**src/rtl/pwm_seq_scheduler.sv**
```systemverilog
// pwm_seq_scheduler: fires pattern channels one at a time in ascending order.
// A latched channel mask, inter-channel gap and pass count are taken on start.
// Each channel's busy flag marks when it has finished. A channel whose busy never
// rises is abandoned after a fixed number of cycles.
module pwm_seq_scheduler #(
  parameter int unsigned _NUM_CHANNELS = 4,
  parameter int unsigned _GAP_WIDTH    = 16,
  parameter int unsigned _TIMEOUT      = 255
) (
  input  logic                     clk_50M,
  input  logic                     rst_n,
  input  logic                     start,
  input  logic                     stop,
  input  logic [_NUM_CHANNELS-1:0] ch_mask,
  input  logic [_GAP_WIDTH-1:0]    gap_cycles,
  input  logic [7:0]               loop_num,
  input  logic [_NUM_CHANNELS-1:0] pwm_busy,
  output logic [_NUM_CHANNELS-1:0] pwm_en,
  output logic [7:0]               cur_ch,
  output logic [7:0]               loop_cnt,
  output logic                     seq_busy,
  output logic                     seq_done,
  output logic                     timeout_err
);

  localparam logic [2:0] StIdle     = 3'd0;
  localparam logic [2:0] StWaitBusy = 3'd1;
  localparam logic [2:0] StRun      = 3'd2;
  localparam logic [2:0] StGap      = 3'd3;
  localparam logic [2:0] StDone     = 3'd4;

  // Timer counts from 0, so the last allowed WAIT_BUSY cycle sees TIMEOUT-1.
  localparam logic [15:0]           TimerLast = 16'(_TIMEOUT - 1);
  localparam logic [_GAP_WIDTH-1:0] GapOne    = _GAP_WIDTH'(1);

  logic [2:0]               state_q, state_d;
  logic [_NUM_CHANNELS-1:0] mask_q, mask_d;
  logic [_GAP_WIDTH-1:0]    gap_len_q, gap_len_d;
  logic [_GAP_WIDTH-1:0]    gap_cnt_q, gap_cnt_d;
  logic [7:0]               loop_num_q, loop_num_d;
  logic [15:0]              timer_q, timer_d;
  logic [_NUM_CHANNELS-1:0] pwm_en_q, pwm_en_d;
  logic [7:0]               cur_ch_q, cur_ch_d;
  logic [7:0]               loop_cnt_q, loop_cnt_d;
  logic                     seq_busy_q, seq_busy_d;
  logic                     seq_done_q, seq_done_d;
  logic                     timeout_err_q, timeout_err_d;

  logic                     nxt_found;
  logic [7:0]               nxt_idx;
  logic                     busy_sel;

  function automatic logic [_NUM_CHANNELS-1:0] ch_onehot(input logic [7:0] idx);
    logic [_NUM_CHANNELS-1:0] oh;
    oh = '0;
    for (int i = 0; i < int'(_NUM_CHANNELS); i++) begin
      oh[i] = (idx == 8'(i));
    end
    return oh;
  endfunction

  function automatic logic [7:0] lowest_ch(input logic [_NUM_CHANNELS-1:0] m);
    logic [7:0] idx;
    idx = '0;
    for (int i = int'(_NUM_CHANNELS) - 1; i >= 0; i--) begin
      if (m[i]) idx = 8'(i);
    end
    return idx;
  endfunction

  // Next set mask bit above the current channel; nxt_found low means the pass wraps.
  always_comb begin
    nxt_found = 1'b0;
    nxt_idx   = '0;
    for (int i = int'(_NUM_CHANNELS) - 1; i >= 0; i--) begin
      if (mask_q[i] && (8'(i) > cur_ch_q)) begin
        nxt_found = 1'b1;
        nxt_idx   = 8'(i);
      end
    end
  end

  // Busy of the selected channel only; other channels' busy bits are ignored.
  always_comb begin
    busy_sel = |(pwm_busy & ch_onehot(cur_ch_q));
  end

  // Sequencer next-state and registered-output logic.
  always_comb begin
    state_d       = state_q;
    mask_d        = mask_q;
    gap_len_d     = gap_len_q;
    gap_cnt_d     = gap_cnt_q;
    loop_num_d    = loop_num_q;
    timer_d       = timer_q;
    pwm_en_d      = pwm_en_q;
    cur_ch_d      = cur_ch_q;
    loop_cnt_d    = loop_cnt_q;
    seq_busy_d    = seq_busy_q;
    seq_done_d    = 1'b0;
    timeout_err_d = timeout_err_q;

    if (stop && (state_q != StIdle)) begin
      // Abort: counters and the error flag are kept for inspection.
      state_d    = StIdle;
      pwm_en_d   = '0;
      seq_busy_d = 1'b0;
    end else begin
      case (state_q)
        StIdle: begin
          if (start && !stop) begin
            mask_d        = ch_mask;
            gap_len_d     = gap_cycles;
            loop_num_d    = loop_num;
            loop_cnt_d    = '0;
            timeout_err_d = 1'b0;
            if (|ch_mask) begin
              state_d    = StWaitBusy;
              cur_ch_d   = lowest_ch(ch_mask);
              pwm_en_d   = ch_onehot(lowest_ch(ch_mask));
              timer_d    = '0;
              seq_busy_d = 1'b1;
            end else begin
              state_d    = StDone;
              seq_done_d = 1'b1;
              seq_busy_d = 1'b0;
            end
          end
        end
        StWaitBusy: begin
          if (busy_sel) begin
            state_d = StRun;
          end else if (timer_q == TimerLast) begin
            timeout_err_d = 1'b1;
            pwm_en_d      = '0;
            gap_cnt_d     = gap_len_q;
            state_d       = StGap;
          end else begin
            timer_d = timer_q + 16'd1;
          end
        end
        StRun: begin
          if (!busy_sel) begin
            pwm_en_d  = '0;
            gap_cnt_d = gap_len_q;
            state_d   = StGap;
          end
        end
        StGap: begin
          if (gap_cnt_q != '0) begin
            gap_cnt_d = gap_cnt_q - GapOne;
          end else if (nxt_found) begin
            state_d  = StWaitBusy;
            cur_ch_d = nxt_idx;
            pwm_en_d = ch_onehot(nxt_idx);
            timer_d  = '0;
          end else begin
            // Pass complete; loop_num of 0 runs forever with loop_cnt wrapping.
            loop_cnt_d = loop_cnt_q + 8'd1;
            if ((loop_num_q != 8'd0) && (loop_cnt_d == loop_num_q)) begin
              state_d    = StDone;
              seq_done_d = 1'b1;
              seq_busy_d = 1'b0;
            end else begin
              state_d  = StWaitBusy;
              cur_ch_d = lowest_ch(mask_q);
              pwm_en_d = ch_onehot(lowest_ch(mask_q));
              timer_d  = '0;
            end
          end
        end
        StDone: begin
          state_d = StIdle;
        end
        default: begin
          state_d    = StIdle;
          pwm_en_d   = '0;
          seq_busy_d = 1'b0;
        end
      endcase
    end
  end

  // State and output registers, cleared asynchronously.
  always_ff @(posedge clk_50M or negedge rst_n) begin
    if (!rst_n) begin
      state_q       <= StIdle;
      mask_q        <= '0;
      gap_len_q     <= '0;
      gap_cnt_q     <= '0;
      loop_num_q    <= '0;
      timer_q       <= '0;
      pwm_en_q      <= '0;
      cur_ch_q      <= '0;
      loop_cnt_q    <= '0;
      seq_busy_q    <= 1'b0;
      seq_done_q    <= 1'b0;
      timeout_err_q <= 1'b0;
    end else begin
      state_q       <= state_d;
      mask_q        <= mask_d;
      gap_len_q     <= gap_len_d;
      gap_cnt_q     <= gap_cnt_d;
      loop_num_q    <= loop_num_d;
      timer_q       <= timer_d;
      pwm_en_q      <= pwm_en_d;
      cur_ch_q      <= cur_ch_d;
      loop_cnt_q    <= loop_cnt_d;
      seq_busy_q    <= seq_busy_d;
      seq_done_q    <= seq_done_d;
      timeout_err_q <= timeout_err_d;
    end
  end

  assign pwm_en      = pwm_en_q;
  assign cur_ch      = cur_ch_q;
  assign loop_cnt    = loop_cnt_q;
  assign seq_busy    = seq_busy_q;
  assign seq_done    = seq_done_q;
  assign timeout_err = timeout_err_q;

endmodule

```
**config.mk**
```make
export PLATFORM = sky130hd
export DESIGN_NAME = pwm_seq_scheduler
export DESIGN_NICKNAME = d
export VERILOG_FILES = /design/src/rtl/pwm_seq_scheduler.sv
export SDC_FILE = /design/constraint.sdc
export NUM_CORES = 1
export LEC_CHECK = 0
export CAP_MARGIN = 20
export CORE_ASPECT_RATIO = 1.25
export CORE_MARGIN = 5
export CORE_UTILIZATION = 45
export DETAILED_ROUTE_END_ITERATION = 6
export PLACE_DENSITY = 0.68
export SLEW_MARGIN = 20
export SYNTH_ARGS = -nofsm -noshare
export SYNTH_HDL_FRONTEND = slang
export SYNTH_SLANG_ARGS = --single-unit
```
**constraint.sdc**
```tcl
create_clock -name clk_50M -period 7.1 [get_ports clk_50M]
set_input_delay 1.42 -clock clk_50M [delete_from_list [all_inputs] [get_ports clk_50M]]
set_output_delay 1.42 -clock clk_50M [all_outputs]
set_load 0.1 [all_outputs]
```
==> impl_metrics.json <==
{
  "drc": 0,
  "async_reset_ff_share_pct": 100,
  "cts_resized": 0,
  "final.period_utilization_pct": 57.1,
  "pwr_density_cell_mw_per_mm2": 370,
  "fp-row-count": 42,
  "max-vdd-ir-drop_uv": 151,
  "drt_iter0_drc": 264,
  "cts_tree": "done",
  "post_synth.cell_area_avg_sq_um": 9.49,
  "first_pass_iters": 5,
  "required_ps": 7320,
  "hold_viol_final": 0,
  "reg2reg_depth": 6,
  "p_leak_nw": 2.24,
  "skew_ps": 6.03,
  "cts.sinks": 80,
  "synth_edf_count": 0,
  "h-tree-depth": 3,
  "holdWs_ps": 491,
  "placed_cells": 667,
  "status": "completed",
  "r2r-end": "loop_cnt[5]",
  "whs_endpoint": "gap_cnt_q[15]",
  "worstHoldStart": "gap_cnt_q[15]",
  "synth_seq_cells": 80,
  "cts_inserted_buffers": 9,
  "ant_nets": 0,
  "holdPathStages": 1,
  "die_area_sq_mm": 0.0129,
  "track_usage_pct": 18.1,
  "ys_warn_count": 0,
  "antenna_found_initial": 0,
  "worst_pin_slew_ps": 1040,
  "synth_top_flop_cell": "dfrtp_1",
  "crit_buf_inv": 1,
  "insertion_delay_ps": 330,
  "start_util_pct": 45.7,
  "die_width_um": 102,
  "final_common_cell": "dfrtp_1",
  "die_h_um": 126,
  "syn-instance-count": 506,
  "yosysSeqAreaShare_pct": 41.7,
  "postCtsHoldBufs": 0,
  "gp_congestion": 0.926,
  "synthesis.area_sq_mm": 0.00480,
  "wl_per_cell_um": 16.0,
  "slowest_stage": "and3_1",
  "worst_path_largest_cell_delay_ps": 840,
  "min_path_type": "reg2reg",
  "num_antenna_cells": 0,
  "first_global_vias": 3905,
  "worstReg2RegStart": "state_q[0]",
  "grt_max_degree": 81,
  "clockRootBuffer": "clkbuf_16",
  "worstPathMaxFanout": 16,
  "maxSlewHeadroom_pct": 30.0,
  "drt-vias-per-instance": 5.85,
  "synth.distinct_cells": 71,
  "port_buffers": 52,
  "gr-total-overflow": 0,
  "coreArea_sq_mm": 0.0105,
  "setup_viol": 0,
  "fin_tns_setup_ps": 0,
  "io_pins": 59,
  "layout.nets": 586,
  "cap_violations": 0,
  "final_layout_size_suffix_gt1_share_pct": 13.6,
  "post_cts_buffers": 0,
  "fin_util_pct": 53.7,
  "drt_wl_total_um": 10900,
  "syn2layout_area_growth_pct": 17.6,
  "path_delay_family": "simple AND/OR/NAND/NOR gates",
  "slew_viol_final": 0,
  "critPathKind": "in2reg",
  "startpoint_type": "input pin",
  "cts_buffer_depth": 2,
  "clk_pin_slew_worst_paths_ps": 60,
  "vias": 3997,
  "dp_hpwl_um": 7850,
  "endpoint_kind": "register",
  "worstPathArrival_ps": 4280,
  "reg2reg_slack_ps": 3560,
  "grt_pass1_wl_um": 18800,
  "rsz0062_at_grt": "no",
  "final_cells": 683,
  "worstPathCellList": "clkdlybuf4s50_1 > nor2b_1 > nor2_1 > a21oi_1 > o2111a_1 > and3_1 > mux2_4",
  "max_freq_mhz": 246,
  "final_cell_mix": "dfrtp_1, nand2_1, clkdlybuf4s50_1, a21oi_1, nor2_1",
  "finalCriticalPeriod_ps": 4060
}
sequential cells by signal, indices dropped and copies added (netlist names):
signal / cells
cur_ch: 2
gap_cnt_q: 16
gap_len_q: 16
loop_cnt: 8
loop_num_q: 8
mask_q: 4
pwm_en: 4
seq_busy: 1
seq_done: 1
state_q: 3
timeout_err: 1
timer_q: 16
worst max-delay path by stage:
stage | slack [ps] | startpoint | endpoint | cells past startpoint
final | 3040 | stop | timer_q[1] | 7
after CTS | 3060 | stop | timer_q[1] | 7
after global routing | 2880 | stop | timer_q[1] | 7
after detailed placement | 2710 | stop | timer_q[1] | 7
after floorplan | 3950 | pwm_busy[3] | gap_cnt_q[11] | 7
after global placement | 2800 | stop | timer_q[1] | 7
per-layer routing:
metal  vias up  global-route usage, %  part of all wire, %
met2       114                   30.0                   51
met4         0                   5.71                  1.3
met5         -                      0                    0
met1      1939                   23.4                   42
li1       1931                      -                    -
met3        13                   3.62                  5.6
stage by stage:
stage                     instance area (sq um)  total power, mW  setup slack (ps)
after floorplan                            4820             1.45              3950
final                                      5650             2.09              3040
after CTS                                  5640             2.10              3060
after global placement                     5340             1.61              2800
after detailed placement                   5340             1.64              2710
after global routing                       5650             2.23              2880
final cells by class:
class / instances / area (sq um)
Clock buffer: 11 / 243
Multi-Input combinational cell: 390 / 2600
Sequential cell: 80 / 2000
Fill cell: 969 / 4860
Timing Repair Buffer: 54 / 537
Clock inverter: 5 / 56.3
Inverter: 11 / 41.3
Tap cell: 132 / 165
cell usage after synthesis (9+ instances only):
cell	instances	area, sq um
a21oi_1	41	205
a31oi_1	9	56.3
and3_1	9	56.3
clkbuf_1	10	37.5
dfrtp_1	80	2000
inv_1	11	41.3
mux2_2	31	349
nand2_1	55	206
nand3_1	14	70.1
nor2_1	38	143
nor3_1	14	70.1
nor4_1	9	56.3
o21ai_0	37	185
logic make-up (layout without fill, tap and decap cells):
| logic type | Yosys count | count (layout) | share of synthesized area, % |
|---|---|---|---|
| simple gates | 186 | 186 | 21.0 |
| compound gates | 147 | 147 | 20.7 |
| flops | 80 | 80 | 41.7 |
| buf+inv | 41 | 81 | 4.53 |
| mux | 37 | 37 | 9.17 |
| xor+xnor | 10 | 10 | 1.82 |
| fa+ha+maj | 4 | 4 | 1.04 |
| other cells | 1 | 6 | 0.0781 |
power by group:
group	switching [mW]	internal [mW]
sequential	0.183	0.608
combinational	0.499	0.340
clock	0.177	0.281
(Power assumes the default switching activity.)
